<file path="src/rtl/branch_predictor_pkg.sv">
// Shared types and 2-bit counter encodings for the fetch-side branch predictor.
package branch_predictor_pkg;

    localparam logic [1:0] SN = 2'b00;
    localparam logic [1:0] WN = 2'b01;
    localparam logic [1:0] WT = 2'b10;
    localparam logic [1:0] ST = 2'b11;

    // Tag is carried at its widest (pc[31:2]); narrower BTBs zero-extend it.
    typedef struct packed {
        logic        valid;
        logic [29:0] tag;
        logic [31:2] target;
        logic        is_jump;
    } btb_entry_t;

    typedef struct packed {
        logic [31:2] pc;
        logic        is_br;
        logic        is_jump;
        logic        taken;
        logic [31:2] target;
        logic        mispredict;
    } bp_update_t;

    function automatic logic [1:0] ctr_next(input logic [1:0] c, input logic taken);
        if (taken) return (c == ST) ? ST : c + 2'd1;
        else       return (c == SN) ? SN : c - 2'd1;
    endfunction

endpackage

</file>
<file path="src/rtl/branch_predictor_btb.sv">
// Direct-mapped branch target buffer: combinational read port, registered write port.
module branch_predictor_btb
    import branch_predictor_pkg::*;
#(
    parameter int IDX_BITS = 5
) (
    input  logic        clk,
    input  logic        rst,
    input  logic [31:2] rd_pc,
    output btb_entry_t  rd_entry,
    input  logic        wr_en,
    input  logic [31:2] wr_pc,
    input  logic [31:2] wr_target,
    input  logic        wr_is_jump
);

    localparam int unsigned N     = 1 << IDX_BITS;
    localparam int unsigned TAG_W = 30 - IDX_BITS;

    logic [N-1:0]       valid_q;
    logic [TAG_W-1:0]   tag_q     [N];
    logic [31:2]        target_q  [N];
    logic               is_jump_q [N];

    logic [IDX_BITS-1:0] rd_idx;
    logic [IDX_BITS-1:0] wr_idx;

    assign rd_idx = rd_pc[IDX_BITS+1:2];
    assign wr_idx = wr_pc[IDX_BITS+1:2];

    always_comb begin
        rd_entry         = '0;
        rd_entry.valid   = valid_q[rd_idx];
        rd_entry.tag     = 30'(tag_q[rd_idx]);
        rd_entry.target  = target_q[rd_idx];
        rd_entry.is_jump = is_jump_q[rd_idx];
    end

    always_ff @(posedge clk) begin
        if (rst) begin
            valid_q <= '0;
        end else if (wr_en) begin
            valid_q[wr_idx] <= 1'b1;
        end
    end

    // Payload needs no reset: it is only observed through a set valid bit.
    always_ff @(posedge clk) begin
        if (!rst && wr_en) begin
            tag_q[wr_idx]     <= wr_pc[31:IDX_BITS+2];
            target_q[wr_idx]  <= wr_target;
            is_jump_q[wr_idx] <= wr_is_jump;
        end
    end

endmodule

</file>
<file path="src/rtl/branch_predictor.sv">
// Fetch-side predictor: BTB + PHT of 2-bit counters with a two-stage update pipe.
// Define BP_GSHARE_EN to XOR a non-speculative global history into the PHT index.
module branch_predictor #(
    parameter int BTB_IDX_BITS = 5,
    parameter int PHT_IDX_BITS = 7,
    parameter int GHR_BITS     = 7
) (
    input  logic        clk,
    input  logic        rst,
    input  logic [31:0] if_pc,
    output logic        pred_taken,
    output logic [31:0] pred_target,
    input  logic        upd_valid,
    input  logic [31:0] upd_pc,
    input  logic        upd_is_br,
    input  logic        upd_is_jump,
    input  logic        upd_taken,
    input  logic [31:0] upd_target,
    input  logic        upd_mispredict,
    output logic [31:0] mispredict_cnt
);
    import branch_predictor_pkg::*;

    localparam int unsigned PHT_N = 1 << PHT_IDX_BITS;

    logic [1:0]              pht [PHT_N];
    logic [PHT_IDX_BITS-1:0] rd_idx;
    logic [PHT_IDX_BITS-1:0] wr_idx;

    bp_update_t u1;
    logic       u1_valid;
    btb_entry_t rd_entry;
    logic       hit;
    logic       btb_wr_en;
    logic       unused_bits;

    assign unused_bits = ^{upd_pc[1:0], upd_target[1:0]};

`ifdef BP_GSHARE_EN
    logic [GHR_BITS-1:0] ghr;
    logic [GHR_BITS-1:0] u1_ghr;

    assign rd_idx = if_pc[PHT_IDX_BITS+1:2] ^ PHT_IDX_BITS'(ghr);
    assign wr_idx = u1.pc[PHT_IDX_BITS+1:2] ^ PHT_IDX_BITS'(u1_ghr);

    always_ff @(posedge clk) begin
        if (rst) begin
            ghr    <= '0;
            u1_ghr <= '0;
        end else begin
            u1_ghr <= ghr;
            if (u1_valid && u1.is_br) ghr <= {ghr[GHR_BITS-2:0], u1.taken};
        end
    end
`else
    assign rd_idx = if_pc[PHT_IDX_BITS+1:2];
    assign wr_idx = u1.pc[PHT_IDX_BITS+1:2];
`endif

    branch_predictor_btb #(
        .IDX_BITS(BTB_IDX_BITS)
    ) u_btb (
        .clk        (clk),
        .rst        (rst),
        .rd_pc      (if_pc[31:2]),
        .rd_entry   (rd_entry),
        .wr_en      (btb_wr_en),
        .wr_pc      (u1.pc),
        .wr_target  (u1.target),
        .wr_is_jump (u1.is_jump)
    );

    assign btb_wr_en = u1_valid && (u1.is_jump || (u1.is_br && u1.taken));

    // hit gates everything so untouched tag/target bits never reach the outputs.
    always_comb begin
        hit         = rd_entry.valid && (rd_entry.tag == 30'(if_pc[31:BTB_IDX_BITS+2]));
        pred_taken  = hit && (rd_entry.is_jump || pht[rd_idx][1]);
        pred_target = pred_taken ? {rd_entry.target, 2'b00} : if_pc + 32'd4;
    end

    always_ff @(posedge clk) begin
        if (rst) begin
            u1_valid       <= 1'b0;
            u1             <= '0;
            mispredict_cnt <= '0;
            for (int unsigned i = 0; i < PHT_N; i++) pht[i] <= WN;
        end else begin
            u1_valid <= upd_valid && (upd_is_br || upd_is_jump);
            if (upd_valid && (upd_is_br || upd_is_jump)) begin
                u1 <= '{pc:         upd_pc[31:2],
                        is_br:      upd_is_br,
                        is_jump:    upd_is_jump,
                        taken:      upd_taken,
                        target:     upd_target[31:2],
                        mispredict: upd_mispredict};
            end
            if (u1_valid) begin
                if (u1.is_br) pht[wr_idx] <= ctr_next(pht[wr_idx], u1.taken);
                if (u1.mispredict) mispredict_cnt <= mispredict_cnt + 32'd1;
            end
        end
    end

endmodule

</file>
<file path="config.mk">
export PLATFORM = sky130hd
export DESIGN_NAME = branch_predictor
export DESIGN_NICKNAME = d
export VERILOG_FILES = /design/src/rtl/branch_predictor_pkg.sv /design/src/rtl/branch_predictor_btb.sv /design/src/rtl/branch_predictor.sv
export SDC_FILE = /design/constraint.sdc
export NUM_CORES = 2
export LEC_CHECK = 0
export CELL_PAD_IN_SITES_DETAIL_PLACEMENT = 0
export CELL_PAD_IN_SITES_GLOBAL_PLACEMENT = 1
export CORE_MARGIN = 2
export CORE_UTILIZATION = 57
export CTS_BUF_LIST = sky130_fd_sc_hd__clkbuf_8
export DETAILED_ROUTE_END_ITERATION = 6
export PLACE_DENSITY = 0.9
export SYNTH_ARGS = -nofsm -noshare
export SYNTH_HDL_FRONTEND = slang
export SYNTH_SLANG_ARGS = --single-unit
</file>
<file path="constraint.sdc">
create_clock -name clk -period 8.1 [get_ports clk]
set_input_delay 1.215 -clock clk [delete_from_list [all_inputs] [get_ports clk]]
set_output_delay 1.215 -clock clk [all_outputs]
set_load 0.01 [all_outputs]
</file>
==> results.tsv <==
stage	metric	value	unit
die	start_util	0.575	
die	core	152000	µm²
critical_path	cpMostUsedCell	a211oi_1	
critical_path	r2r_cells	9	
timing	final-max-slew-violation-count	0	
placed_design	dp_hpwl	127000	µm
routing	vias	48766	
timing	worst_pin_slew	1.33	ns
critical_path	path_cells	buf_8 -> buf_4 -> mux4_2 -> a22o_1 -> a211oi_1 -> a21oi_1 -> xnor2_1 -> nand3_1 -> nor3_1 -> and4_2 -> a211oi_1 -> a211oi_1 -> buf_4 -> clkdlybuf4s50_1	
timing	setup_viol	0	
cts	clock-root-buffer	clkbuf_8	
routing	drc	0	
synth	ys_warn_count	0	
cells_and_area	area_growth	12.1	%
critical_path	crit_arrival	6.40	ns
placed_design	place.port_buffers	163	
timing	skew	0.0724	ns
timing	fmax	131	MHz
global_routing	grt_overflow	0	
pwr	powerDensity	227	nW/µm²
global_routing	grt_pass1_wl	328000	µm
cts	cts-resized-gates	0	
cts	cts_max_level	5	
die	rows	143	
cts	post_cts_buffers	0	
synth	seq_area_frac_synth	0.734	
critical_path	critPathKind	input port to output pin	
routing	vias_per_cell	6.68	
synth	synth_nets	4789	
critical_path	cp_top_family	buffers and inverters	
critical_path	cp_max_fo	51	
die	die_height	396	µm
cts	clock_latency	1.04	ns
timing	hold_viol_final	0	
synth	syn-cell-area	87600	µm²
critical_path	start_kind	input port	
cts	clk_path_buf_depth	4	
synth	synth_cells	4684	
routing	drt-total-wl	229000	µm
cts	cts_inserted_buffers	348	
cts	cts_tree	built	
timing	finalSetupTns	0	ns
critical_path	critPathRequiredTime	6.88	ns
cts	clkTransAtPathRegs	0.06	ns
global_routing	grt_max_degree	109	
routing	wl_per_cell	31.4	µm
cells_and_area	fin_nets	5127	
placed_design	place_congestion	0.857	
routing	drt_pass1_iterations	5	
placed_design	pre_cts_slack	0.534	ns
timing	fin_crit	7.61	ns
die	io_pins	168	
global_routing	track_usage	0.293	
routing	ant_nets	0	
synth	synth_cell_types	60	
status	status	finished, final reports clean	
hold_path	whs_path_depth	1	
critical_path	cp.depth	14	
run	cap_violations	0	
critical_path	cp_slowest_cell	and4_2	
synth	avgSynthCellArea	18.7	µm²
global_routing	antenna_found_initial	2	
die	dieArea	157000	µm²
critical_path	cp-end-kind	output pin	
routing	drt_iter0_markers	7231	
critical_path	slowest_delay	0.93	ns
timing	rsz0062_at_grt	no	
cts	hold_buffers	0	
synth	synth_ff_type	edfxtp_1	
cells_and_area	drive_gt1_frac	0.227	
timing	setup_slack	0.486	ns
hold_path	hold_path.class	flip-flop to flip-flop	
pwr	power_leakage	0.0301	µW
cts	clock_sinks	2184	
synth	synth_edf_count	2048	
global_routing	grt_pass1_vias	48539	
pwr	ir_drop	193	µV
die	die_w	396	µm
synth	synth_async_sr_flop_share	0	
timing	fin_crit_sh	0.940	
timing	slew_headroom	0.110	
critical_path	crit_buf_inv	4	
synth	ys_seq_elements	2184	
## synth_stat cells (15+ instances only)
cell	number	area, µm²
edfxtp_1	2048	61500
mux4_2	567	12800
nand2_1	444	1670
nor2_1	191	717
nand3_1	161	806
clkbuf_1	156	586
mux2i_1	150	1500
dfxtp_1	136	2720
a21oi_1	129	646
buf_2	83	415
nor3_1	62	310
o21ai_0	58	290
xnor2_1	39	342
o22ai_1	38	238
buf_4	37	278
and3_1	33	206
buf_1	32	120
xor2_1	31	272
a21o_1	29	218
a22oi_1	29	218
a211oi_1	24	180
nor2b_1	21	131
o221ai_1	20	175
nand4_1	16	100
inv_1	15	56.3
## flip-flops by register name, summed over array words and instances, names as in the netlist, named ones only
| name | count |
|---|---|
| u_btb.target_q | 960 |
| u1_valid | 1 |
| u1 | 64 |
| u_btb.is_jump_q | 32 |
| pht | 256 |
| mispredict_cnt | 32 |
| u_btb.valid_q | 32 |
| u_btb.tag_q | 800 |
## final cells by class
class	instances	area [µm²]
Sequential cell	2184	64200
Clock buffer	367	5050
Antenna cell	3	7.51
Timing Repair Buffer	302	2900
Fill cell	9766	54100
Clock inverter	230	1230
Tap cell	2030	2540
Inverter	16	62.6
Multi-Input combinational cell	2170	22100
## through the flow
step,utilization,cell area [µm²],power [µW],hold WS (ns),std cells
floorplan,-,87600,13400,0.421,4684
global placement,0.603,91900,13900,0.428,6701
detailed placement,0.603,91900,13900,0.436,6701
CTS,0.645,98100,22400,0.450,7298
global route,0.645,98100,22900,0.463,7300
finish,0.645,98100,22300,0.453,7302
## routing by layer
layer	wire length [µm]	up-vias	track usage
met1	81600	24962	0.400
met5	0	-	0
met4	8520	0	0.112
li1	-	19618	-
met3	30200	498	0.0804
met2	109000	3688	0.456
## final timing paths
path / start / end / slack (ns)
max: if_pc[2] / pred_target[7] / 0.49
min: u_btb.valid_q[12]$_SDFFE_PP0P_ / u_btb.valid_q[12]$_SDFFE_PP0P_ / 0.45
min reg2reg: u_btb.valid_q[12]$_SDFFE_PP0P_ / u_btb.valid_q[12]$_SDFFE_PP0P_ / 0.45
max reg2reg: flip-flop / pht[14][0]$_SDFFCE_PN1P_ / 2.66
## cells by family (layout without fill, tap and decap cells)
| family | after synthesis | after routing | share of synthesized area |
|---|---|---|---|
| AOI/OAI and AO/OA | 393 | 393 | 0.0289 |
| xor gates and xnor gates | 70 | 70 | 0.00700 |
| adders and majority gates | 3 | 3 | 0.000400 |
| buffers and inverters | 330 | 915 | 0.0174 |
| DFF | 2184 | 2184 | 0.734 |
| muxes | 720 | 720 | 0.163 |
| other | 0 | 3 | 0 |
| and+or+nand+nor | 984 | 984 | 0.0493 |
## power breakdown
| group | internal, µW | leakage (µW) | switching, µW |
|---|---|---|---|
| registers | 12400 | 0.0183 | 162 |
| logic | 467 | 0.00819 | 652 |
| clock network | 4510 | 0.00362 | 4150 |
| total | 17400 | 0.0301 | 4960 |
## placed cells by master, fill, tap and decap left out, types with 35 or more instances in the layout
cell type	n
edfxtp_1	2048
mux4_2	567
nand2_1	444
clkbuf_8	367
nand3_1	161
clkdlybuf4s50_1	157
nor2_1	155
mux2i_1	150
dfxtp_1	134
a21oi_1	129
inv_1	126
buf_4	123
clkinv_1	68
o21ai_0	57
nor3_1	57
xnor2_1	39
o22ai_1	38
nor2_4	35
No activity file was read; power rests on OpenSTA's default activity.
